**config.mk**
```make
export PLATFORM = sky130hd
export DESIGN_NAME = mem_ram_access
export DESIGN_NICKNAME = d
export VERILOG_FILES = /design/src/rtl/mem_ram_access.sv
export SDC_FILE = /design/constraint.sdc
export NUM_CORES = 1
export LEC_CHECK = 0
export CELL_PAD_IN_SITES_DETAIL_PLACEMENT = 0
export CELL_PAD_IN_SITES_GLOBAL_PLACEMENT = 1
export CORE_MARGIN = 4
export CORE_UTILIZATION = 32
export DETAILED_ROUTE_END_ITERATION = 6
export HOLD_SLACK_MARGIN = 0.05
export PLACE_DENSITY = 0.95
export SLEW_MARGIN = 30
export SYNTH_ARGS = -nofsm -noshare
export SYNTH_HDL_FRONTEND = slang
export SYNTH_SLANG_ARGS = --single-unit
```
**constraint.sdc**
```tcl
create_clock -name clk -period 7 [get_ports clk]
set_input_delay 1.4 -clock clk [delete_from_list [all_inputs] [get_ports clk]]
set_output_delay 1.4 -clock clk [all_outputs]
set_load 0.02 [all_outputs]
```
**src/rtl/mem_ram_access.sv**
```systemverilog
// mem_ram_access
// Memory-access pipeline stage driving a byte-wide synchronous RAM.
// Loads and stores of 1, 2 or 4 bytes are serialised one byte per clock,
// little-endian, at consecutive addresses A+k (32-bit wrap). The stage
// stalls upstream while a transfer is in flight and presents the
// write-back triple to MEM/WB. A divide-by-2 clock is also produced.
//
// Ports:
//   clk, rst        system clock, synchronous active-high reset
//   aluop_i         operation code (loads 0x20..0x24, stores 0x25..0x27)
//   wreg_i/waddr_i  write-back enable / destination register from EX/MEM
//   alurslt_i       effective address (memory ops) or result (other ops)
//   storedata_i     store data
//   ram_rdata_i     RAM read byte, valid the cycle after its address
//   ram_addr_o      RAM byte address
//   ram_wdata_o     RAM write byte
//   ram_wr_o        1 = write, 0 = read
//   stall_o         transfer in progress, upstream holds its inputs
//   wreg_o/waddr_o/wdata_o  write-back triple to MEM/WB
//   dclk            clk divided by 2
module mem_ram_access (
    input  logic        clk,
    input  logic        rst,
    input  logic [5:0]  aluop_i,
    input  logic        wreg_i,
    input  logic [4:0]  waddr_i,
    input  logic [31:0] alurslt_i,
    input  logic [31:0] storedata_i,
    input  logic [7:0]  ram_rdata_i,
    output logic [31:0] ram_addr_o,
    output logic [7:0]  ram_wdata_o,
    output logic        ram_wr_o,
    output logic        stall_o,
    output logic        wreg_o,
    output logic [4:0]  waddr_o,
    output logic [31:0] wdata_o,
    output logic        dclk
);

    localparam logic [5:0] ALU_LB  = 6'h20;
    localparam logic [5:0] ALU_LH  = 6'h21;
    localparam logic [5:0] ALU_LW  = 6'h22;
    localparam logic [5:0] ALU_LBU = 6'h23;
    localparam logic [5:0] ALU_LHU = 6'h24;
    localparam logic [5:0] ALU_SB  = 6'h25;
    localparam logic [5:0] ALU_SH  = 6'h26;
    localparam logic [5:0] ALU_SW  = 6'h27;

    localparam logic [1:0] ST_IDLE  = 2'd0;
    localparam logic [1:0] ST_LOAD  = 2'd1;
    localparam logic [1:0] ST_STORE = 2'd2;
    localparam logic [1:0] ST_DONE  = 2'd3;

    logic [1:0]  state_r;
    logic [2:0]  k_r;
    logic [31:0] load_buf_r;
    logic        dclk_r;

    logic        is_load_s;
    logic        is_store_s;
    logic [2:0]  nbytes_s;
    logic [31:0] byte_addr_s;
    logic [7:0]  store_byte_s;
    logic        rd_req_s;
    logic        wr_req_s;

    // Width extension of the assembled load buffer for the load flavour.
    function automatic logic [31:0] extend_load(input logic [5:0] op,
                                                input logic [31:0] raw);
        logic [31:0] res;
        case (op)
            ALU_LB:  res = {{24{raw[7]}}, raw[7:0]};
            ALU_LBU: res = {24'd0, raw[7:0]};
            ALU_LH:  res = {{16{raw[15]}}, raw[15:0]};
            ALU_LHU: res = {16'd0, raw[15:0]};
            default: res = raw;
        endcase
        return res;
    endfunction

    // Opcode decode: access class and byte count from the live opcode.
    always_comb begin
        is_load_s  = 1'b0;
        is_store_s = 1'b0;
        nbytes_s   = 3'd1;
        case (aluop_i)
            ALU_LB, ALU_LBU: begin is_load_s  = 1'b1; nbytes_s = 3'd1; end
            ALU_LH, ALU_LHU: begin is_load_s  = 1'b1; nbytes_s = 3'd2; end
            ALU_LW:          begin is_load_s  = 1'b1; nbytes_s = 3'd4; end
            ALU_SB:          begin is_store_s = 1'b1; nbytes_s = 3'd1; end
            ALU_SH:          begin is_store_s = 1'b1; nbytes_s = 3'd2; end
            ALU_SW:          begin is_store_s = 1'b1; nbytes_s = 3'd4; end
            default:         begin nbytes_s   = 3'd1; end
        endcase
    end

    // Byte-k address and the store byte selected by k.
    always_comb begin
        byte_addr_s = alurslt_i + {29'd0, k_r};
        case (k_r)
            3'd0:    store_byte_s = storedata_i[7:0];
            3'd1:    store_byte_s = storedata_i[15:8];
            3'd2:    store_byte_s = storedata_i[23:16];
            3'd3:    store_byte_s = storedata_i[31:24];
            default: store_byte_s = 8'd0;
        endcase
    end

    // Byte sequencer: state, byte index and load buffer.
    always_ff @(posedge clk) begin
        if (rst) begin
            state_r    <= ST_IDLE;
            k_r        <= 3'd0;
            load_buf_r <= 32'd0;
        end else begin
            case (state_r)
                ST_IDLE: begin
                    k_r <= 3'd0;
                    if (is_load_s) begin
                        state_r    <= ST_LOAD;
                        load_buf_r <= 32'd0;
                    end else if (is_store_s) begin
                        state_r <= ST_STORE;
                    end else begin
                        state_r <= ST_IDLE;
                    end
                end
                ST_LOAD: begin
                    // Read data trails its address by one cycle, so the
                    // byte addressed at k-1 arrives while k is current.
                    case (k_r)
                        3'd1:    load_buf_r[7:0]   <= ram_rdata_i;
                        3'd2:    load_buf_r[15:8]  <= ram_rdata_i;
                        3'd3:    load_buf_r[23:16] <= ram_rdata_i;
                        3'd4:    load_buf_r[31:24] <= ram_rdata_i;
                        default: ;
                    endcase
                    // >= keeps the sequencer bounded if the opcode changes mid-access.
                    if (k_r >= nbytes_s) begin
                        state_r <= ST_DONE;
                        k_r     <= 3'd0;
                    end else begin
                        k_r <= k_r + 3'd1;
                    end
                end
                ST_STORE: begin
                    if ((k_r + 3'd1) >= nbytes_s) begin
                        state_r <= ST_DONE;
                        k_r     <= 3'd0;
                    end else begin
                        k_r <= k_r + 3'd1;
                    end
                end
                ST_DONE: begin
                    state_r <= ST_IDLE;
                    k_r     <= 3'd0;
                end
                default: begin
                    state_r <= ST_IDLE;
                    k_r     <= 3'd0;
                end
            endcase
        end
    end

    // Divide-by-2 clock output.
    always_ff @(posedge clk) begin
        if (rst) begin
            dclk_r <= 1'b0;
        end else begin
            dclk_r <= ~dclk_r;
        end
    end

    assign dclk = dclk_r;

    // Pipeline-side outputs and RAM requests per state; reset forces all low.
    always_comb begin
        stall_o  = 1'b0;
        wreg_o   = 1'b0;
        waddr_o  = 5'd0;
        wdata_o  = 32'd0;
        rd_req_s = 1'b0;
        wr_req_s = 1'b0;
        if (rst) begin
            stall_o = 1'b0;
        end else begin
            case (state_r)
                ST_IDLE: begin
                    if (!is_load_s && !is_store_s) begin
                        wreg_o  = wreg_i;
                        waddr_o = waddr_i;
                        wdata_o = alurslt_i;
                    end else begin
                        wreg_o = 1'b0;
                    end
                end
                ST_LOAD: begin
                    stall_o  = 1'b1;
                    rd_req_s = (k_r < nbytes_s);
                end
                ST_STORE: begin
                    stall_o  = 1'b1;
                    wr_req_s = 1'b1;
                end
                ST_DONE: begin
                    waddr_o = waddr_i;
                    if (is_load_s) begin
                        wreg_o  = wreg_i;
                        wdata_o = extend_load(aluop_i, load_buf_r);
                    end else begin
                        wreg_o = 1'b0;
                    end
                end
                default: begin
                    stall_o = 1'b0;
                end
            endcase
        end
    end

    // RAM port arbiter: a write request wins over a read request.
    always_comb begin
        ram_addr_o  = 32'd0;
        ram_wdata_o = 8'd0;
        ram_wr_o    = 1'b0;
        if (wr_req_s) begin
            ram_addr_o  = byte_addr_s;
            ram_wdata_o = store_byte_s;
            ram_wr_o    = 1'b1;
        end else if (rd_req_s) begin
            ram_addr_o = byte_addr_s;
        end else begin
            ram_addr_o = 32'd0;
        end
    end

endmodule

```
==> results.md, run 1 <==
- The run finished with clean final reports.
- The clock slew seen by the registers of the worst setup and hold paths is 0.06 ns.
- The average instance area after synthesis is 7.36 µm².
- The origin of the critical flop-to-flop path is k_r[2].
- STA classifies the critical path startpoint as an input port.
- The maximum clock rate is 165 MHz.
- The clock passes through at most 2 buffers.
- Dividing the detail-routed via count by the number of cells gives 5.57.
- The floorplan step defined a die boundary enclosing 0.0137 mm².
- Including well taps, the total number of placed cells is 793.
- Of the total synthesized cell area, the portion taken by XOR and XNOR cells is 2.77%.
- Synthesis handed over a netlist of 516 instances.
- In this run the horizontal extent of the chip is 117 µm.
- The maximum cell stage delay along the critical path is 0.68 ns.
- The peak supply drop is 92.6 µV.
- Yosys mapped a number of flops with a built-in enable equal to 0.
- The instance count along the most critical hold path is 1.
- For hold timing, the worst endpoint is dclk.
- The data arrival time of the worst path is 4.68 ns.
- Setup repair after global routing left no endpoint under its margin.
- The most frequent standard cell in the layout excluding fill and tap cells is sky130_fd_sc_hd__clkdlybuf4s50_1.
- The floorplan has 39 rows.
- The last weighted congestion value of the routability-driven placer is 0.944.
- The fraction of layout instances using a drive strength above 1 is 3.65%.
- After floorplanning, the core was sized to cover 0.0115 mm².
- Of the total synthesized cell area, the portion taken by full adders, half adders and majority gates is 6.79%.
- The area of the mapped netlist is 0.00380 mm².
- The number of setup buffers added after CTS is 0.
- The number of filler cells placed in the layout is 1,102.
- For this configuration, the core starts out at a cell density of 33.0%.
- The first global-routing pass estimated 21,600 µm of wire.
- Counting distinct cell types in the post-synthesis netlist gives 54.
- The sum of net half-perimeters after detailed placement is 11,000 µm.
- The top flip-flop cell by instance count after synthesis is sky130_fd_sc_hd__dfxtp_1.
- The clock network latency to the later pin of the worst-skew pair is 0.28 ns.
- The Yosys step of the flow raised 0 warnings.
- The post-layout minimum cycle time is 6.08 ns.
- The largest total area in the synthesized netlist belongs to sky130_fd_sc_hd__dfxtp_1.
- The area fraction of the dominant cell type after synthesis is 20.0%.
- The required arrival time at the worst endpoint is 5.60 ns.
- The max-slew headroom at the worst pin is 36.2%.
- The layout-stage area growth over the synthesis result is 49.2%.
- The vertical die dimension is 117 µm.
- In this run, post-CTS repair resized a total of 0 instances.
- The number of H-tree levels is 2.
- The fraction of the cycle the final worst path needs is 86.8%.
- The count of input and output buffers is 166.
- TritonCTS created 5 clock buffers.
- After global routing the overflow that remains totals 0.
- Setup violations remaining at the end of the flow were counted as 0.
- The number of global-route vias before repair is 4,420.
- The total negative slack for setup checks is 0 ns.
- 167 I/O pins were placed.
- At the pin with the least slew margin, the transition time is 0.956 ns.
- The most numerous cell on the critical path is sky130_fd_sc_hd__clkdlybuf4s50_1.
- The mux contribution to synthesized area is 9.00%.
- The aggregate routed wire length is 13,700 µm.
- After synthesis, the cell types taking the most area are sky130_fd_sc_hd__dfxtp_1, sky130_fd_sc_hd__a21oi_1, sky130_fd_sc_hd__mux2i_1.
- The highest fanout seen on the critical path is 30.
- The worst setup path is of the in2out kind.
- Counting every net in the synthesized netlist gives 622.
- The detailed router finished its first iteration with 417 violations.
- The critical path goes through clkdlybuf4s50_1 > mux2_2 > nand2_1 > ha_1 > nor2b_1 > o211ai_1 > nand2_2 > a21oi_1 > clkdlybuf4s50_1.
- The repair_antennas step left the layout with diodes totalling 0.
- The register area share after synthesis is 20.0%.
- The post-detailed-route wirelength per cell is 17.0 µm.
- The hold violation count in the final report was 0.
- After synthesis, the largest family of logic cells by area is simple AND/OR/NAND/NOR gates.
- The startpoint of the most critical hold path is dclk.
- The number of nets with antenna violations after detailed routing is 0.
- The clock net in this run drives a total of 38 sinks.
- The worst min-delay path category is reg2reg.
- In the global route stage, overall resource usage came out at 19.5%.
- After detailed routing, the number of remaining DRC violations is 0.
- The CTS tree is yes.
- The first detailed-routing pass ran for 7 iterations.
- The max-capacitance violation count is 0.
- In this run the power density over the cells is 139 mW/mm².
- Among all stages on the critical path, the largest delay is contributed by sky130_fd_sc_hd__clkdlybuf4s50_1.
- Summing all placed instances gives a cell area of 0.00551 mm².
- For this run, asynchronously set or reset flops after synthesis account for 0%.
- The count of vias placed by the detailed router is 4,464.
- The final-report max-slew violation count was 0.
- Synthesis inferred 38 register bits.
- The number of cells traversed by the worst register-to-register path is 8.
- The cell sitting at the root of the clock tree is a sky130_fd_sc_hd__clkbuf_16.
- In this run, post-CTS hold repair placed 0 buffers.
- The clock arrives with 0.00576 ns of skew.
- The endpoint type of the worst setup path is an output port.
- The area share of and/or/nand/nor cells after synthesis is 32.4%.
- Summed over all cells, the static leakage comes to 2.10 nW.
- The final instance area is 0.00566 mm².
- The net count reported at finish is 763.
- The synthesized-area fraction occupied by ao, oa, aoi and oai cells is 23.5%.
- The post-layout instance count excluding filler cells is 801.
- Leaving out fill and tap cells, the most frequent cells in the layout are sky130_fd_sc_hd__clkdlybuf4s50_1, sky130_fd_sc_hd__a21oi_1, sky130_fd_sc_hd__nor2_1, sky130_fd_sc_hd__nand2b_1, sky130_fd_sc_hd__dfxtp_1.
- The worst reg-to-reg setup slack is 4.38 ns.
- The number of antenna violations at the first check in global routing is 0.
- In this run the critical register-to-register path is captured at k_r[2].
- Entering global routing, the biggest net connects 52 pins.
==> power by group <==
part           switching, mW  leakage, nW  internal, mW
combinational          0.175         1.72         0.160
clock                 0.0843       0.0739         0.141
sequential           0.00335        0.307         0.220
total                  0.263         2.10         0.522
==> registers in the layout (all words and copies together), names as in the netlist <==
register and flops:
dclk 1, state_r 2, load_buf_r 32, k_r 3
==> how the worst max path moves through the flow <==
stage,from,to,slack (ns),cells after the start
3_3_place_gp,aluop_i[0],ram_addr_o[24],0.90,9
3_5_place_dp,aluop_i[0],ram_addr_o[22],0.68,9
4_1_cts,aluop_i[0],ram_addr_o[22],0.68,9
2_1_floorplan,aluop_i[3],ram_addr_o[12],2.12,9
5_1_grt,aluop_i[0],ram_addr_o[22],0.76,9
6_report,aluop_i[0],ram_addr_o[22],0.92,9
==> routing by layer <==
layer  share of wire [%]  GRT usage (%)
met5                   0              0
met4                 1.8           5.43
met3                 8.7           4.27
met2                  46           33.4
met1                  44           24.8
==> cell families (layout without fill, tap and decap cells) <==
| group | Yosys count | count (layout) |
|---|---|---|
| buffers and inverters | 51 | 193 |
| DFF | 38 | 38 |
| muxes | 34 | 34 |
| adders and majority gates | 20 | 20 |
| AOI/OAI and AO/OA | 142 | 142 |
| xor gates and xnor gates | 12 | 12 |
| and+or+nand+nor | 219 | 219 |
==> worst max-delay path: cells and delay by family <==
family | cells | cell delay [ns]
buffers and inverters | 2 | 1.33
AND/OR/NAND/NOR | 3 | 0.66
AO/OA/AOI/OAI | 2 | 0.61
multiplexers | 1 | 0.39
adder cells (fa/ha/maj) | 1 | 0.27
==> Yosys cell counts (14+ instances only) <==
| cell type | count |
|---|---|
| sky130_fd_sc_hd__a21oi_1 | 73 |
| sky130_fd_sc_hd__clkbuf_1 | 31 |
| sky130_fd_sc_hd__dfxtp_1 | 38 |
| sky130_fd_sc_hd__ha_1 | 19 |
| sky130_fd_sc_hd__inv_1 | 15 |
| sky130_fd_sc_hd__mux2i_1 | 33 |
| sky130_fd_sc_hd__nand2_1 | 32 |
| sky130_fd_sc_hd__nand2b_1 | 39 |
| sky130_fd_sc_hd__nand3_1 | 17 |
| sky130_fd_sc_hd__nor2_1 | 42 |
| sky130_fd_sc_hd__o31ai_1 | 14 |
| sky130_fd_sc_hd__or3_1 | 21 |
| sky130_fd_sc_hd__or4_1 | 15 |
==> per-stage QoR <==
stage          worst slack (ns)  power (mW)  hold WS [ns]  utilization, %
2_1_floorplan              2.12       0.407         0.453               -
3_3_place_gp              0.902       0.559         0.394            47.9
3_5_place_dp              0.677       0.562         0.410            47.9
4_1_cts                   0.677       0.788         0.424            49.2
5_1_grt                   0.759       0.824         0.467            49.2
6_report                  0.921       0.785         0.418            49.2
==> final cells by class <==
cell class | instances | area, µm² | area share, %
multi-input cells | 427 | 2830 | 49.9
repair buffers | 170 | 1690 | 29.9
well taps | 143 | 179 | 3.16
inverters | 15 | 56.3 | 0.994
flip-flops and latches | 38 | 761 | 13.4
clock buffers | 7 | 143 | 2.52
clock inverters | 1 | 5.00 | 0.0884
(Power assumes the default switching activity.)
==> inputs of run 2 (changes only) <==
--- a/config.mk
+++ b/config.mk
@@ -11,7 +11,7 @@
 export CORE_UTILIZATION = 32
 export DETAILED_ROUTE_END_ITERATION = 6
 export HOLD_SLACK_MARGIN = 0.05
-export PLACE_DENSITY = 0.95
+export PLACE_DENSITY_LB_ADDON = 0.1
 export SLEW_MARGIN = 30
 export SYNTH_ARGS = -nofsm -noshare
 export SYNTH_HDL_FRONTEND = slang
==> results.md, run 2 (synthesis gave the netlist of run 1 again) <==
- Status: finished clean (unchanged).
- The count of vias placed by the detailed router is 4,348 (was 4,464).
- The vertical die dimension is 117 µm (unchanged).
- The number of placement rows is 39 (unchanged).
- The CTS tree is yes (unchanged).
- The register bank with the most flops was load_buf_r (unchanged).
- The post-detailed-route wirelength per cell is 17.8 µm (was 17.0 µm).
- The count of input and output buffers is 166 (unchanged).
- The tightest hold margin is 0.417 ns (was 0.418 ns).
- The pin slew with the least headroom to its limit is 0.763 ns (was 0.956 ns).
- The flip-flop count of the largest register after layout is 32 (unchanged).
- The critical path class is in2out (unchanged).
- The endpoint type of the worst setup path was an output port (unchanged).
- The number of setup buffers added after CTS is 0 (unchanged).
- The number of antenna violations at the first check in global routing came to 0 (unchanged).
- The die boundary width is 117 µm (unchanged).
- The power density over the cells was 152 mW/mm² (was 139 mW/mm²).
- The final setup slack of the worst path is 1.09 ns (was 0.921 ns).
- The data arrival time of the worst path is 4.51 ns (was 4.68 ns).
- The required arrival time at the worst endpoint is 5.60 ns (about the same).
- The maximum clock rate is 169 MHz (was 165 MHz).
- The total routing resource utilization after global routing is 20.0% (was 19.5%).
- The total die area is 0.0137 mm² (unchanged).
- The final antenna diode count was 0 (unchanged).
- The aggregate routed wire length is 14,300 µm (was 13,700 µm).
- The hold violation count in the final report came to 0 (unchanged).
- The static power due to leakage is 2.13 nW (was 2.10 nW).
- The maximum clock skew at final layout was 0.00458 ns (was 0.00576 ns).
- The number of buffers inserted by hold repair at cts is 0 (unchanged).
- The max-slew headroom at the worst pin is 48.8% (was 36.2%).
- The final-report max-slew violation count was 0 (unchanged).
- The post-cts sizing count is 0 (unchanged).
- The maximum number of pins on one net before global-route repair is 31 (was 52).
- The sum of net half-perimeters after detailed placement is 11,100 µm (was 11,000 µm).
- The startpoint class of the critical path is an input port (unchanged).
- The peak supply drop is 103 µV (was 92.6 µV).
- The iteration-0 DRC count of the detailed router is 354 (was 417).
- Setup repair after global routing missed its margin: false (unchanged).
- Biggest registers after layout: load_buf_r x32, k_r x3, state_r x2 (unchanged).
- The worst-case clock buffer depth is 2 (unchanged).
- The wire length of the first global-routing pass was 21,800 µm (was 21,600 µm).
- The post-layout minimum cycle time is 5.91 ns (was 6.08 ns).
- The max-capacitance violation count is 0 (unchanged).
- The number of setup violations in the final report is 0 (unchanged).
- The remaining global-route overflow is 0 (unchanged).
- The highest fanout seen on the critical path was 8 (was 30).
- Leading cell types in the layout, fill and taps excluded: sky130_fd_sc_hd__clkdlybuf4s50_1, sky130_fd_sc_hd__a21oi_1, sky130_fd_sc_hd__nor2_1, sky130_fd_sc_hd__nand2b_1, sky130_fd_sc_hd__dfxtp_1 (unchanged).
- The last weighted congestion value of the routability-driven placer is 0.818 (was 0.944).
- The I/O pin count is 167 (unchanged).
- The total negative slack for setup checks is 0 ns (unchanged).
- The layout-stage area growth over the synthesis result was 50.7% (was 49.2%).
- The starting utilization of the core area is 33.0% (unchanged).
- The most frequent standard cell in the layout excluding fill and tap cells was sky130_fd_sc_hd__clkdlybuf4s50_1 (unchanged).
- The worst min-delay path category is reg2reg (unchanged).
- The fraction of the cycle the final worst path needs is 84.5% (was 86.8%).
- The number of search-and-repair iterations in the first detailed-routing pass was 4 (was 7).
- The number of nets with antenna violations after detailed routing is 0 (unchanged).
- The DRC violation count after routing is 0 (unchanged).
- The number of H-tree levels is 2 (unchanged).
- The fraction of layout instances using a drive strength above 1 is 3.79% (was 3.65%).
- The number of vias per cell after detailed routing is 5.42 (was 5.57).
- The cell at the root of the clock tree is sky130_fd_sc_hd__clkbuf_16 (unchanged).
- The core box area was 0.0115 mm² (unchanged).
- The clock network latency to the later pin of the worst-skew pair is 0.28 ns (about the same).
- The total clock buffers created by CTS is 5 (unchanged).
- The CTS sink count came to 38 (unchanged).
- The number of filler cells placed in the layout came to 1,166 (was 1,102).
- The post-place setup slack is 1.10 ns (was 0.677 ns).
- The clock slew seen by the registers of the worst setup and hold paths is 0.05 ns (was 0.06 ns).
- The net count reported at finish came to 764 (was 763).
- The number of global-route vias before repair is 4,103 (was 4,420).
[run 2: changes by cell type in the layout (fill, tap and decap cells not counted)]
cell / delta
sky130_fd_sc_hd__buf_4: +1
sky130_fd_sc_hd__clkinv_2: -1
sky130_fd_sc_hd__bufinv_16: +2
sky130_fd_sc_hd__nand2_1: +1
sky130_fd_sc_hd__clkbuf_1: -1
sky130_fd_sc_hd__nand2_2: -1
[run 2: layout make-up]
type	instances	area (µm²)	share of cell area [%]
multi-input cells	427	2830	49.4
repair buffers	171	1700	29.7
flip-flops and latches	38	761	13.3
well taps	143	179	3.13
clock buffers	6	139	2.43
clock inverters	2	60.1	1.05
inverters	15	56.3	0.984
[run 2: power breakdown]
group | internal [mW] | switching (mW)
combinational | 0.161 | 0.177
clock | 0.214 | 0.0903
sequential | 0.220 | 0.00357
total | 0.595 | 0.271
[run 2: metrics by stage]
stage	power (mW)	util [%]	cell area [µm²]	instances
2_1_floorplan	0.407	-	3800	516
3_3_place_gp	0.563	47.9	5520	794
3_5_place_dp	0.566	47.9	5520	794
4_1_cts	0.872	49.7	5720	802
5_1_grt	0.907	49.7	5720	802
6_report	0.867	49.7	5720	802
[run 2: critical path, cell delays in order]
cell and delay, ns:
sky130_fd_sc_hd__clkdlybuf4s50_1 0.48, sky130_fd_sc_hd__ha_1 0.21, sky130_fd_sc_hd__fa_1 0.28, sky130_fd_sc_hd__a21oi_1 0.15, sky130_fd_sc_hd__or4_1 0.70, sky130_fd_sc_hd__or4_1 0.52
sky130_fd_sc_hd__a21oi_1 0.16, sky130_fd_sc_hd__clkdlybuf4s50_1 0.62
[run 2: worst paths after layout]
check          startpoint  depth (start not counted)  slack (ns)             end
max          alurslt_i[0]                          8        1.09  ram_addr_o[28]
min                  dclk                          1        0.42            dclk
max reg2reg        k_r[2]                          8        4.34          k_r[0]
min reg2reg          dclk                          1        0.42            dclk
[run 2: per-layer routing]
layer  up-vias  track usage (%)  share of wire (%)
met1      2017             26.5                 45
met4         0             5.20                1.9
li1       2178                -                  -
met5         -                0                  0
met2       132             33.8                 48
met3        21             3.39                6.0
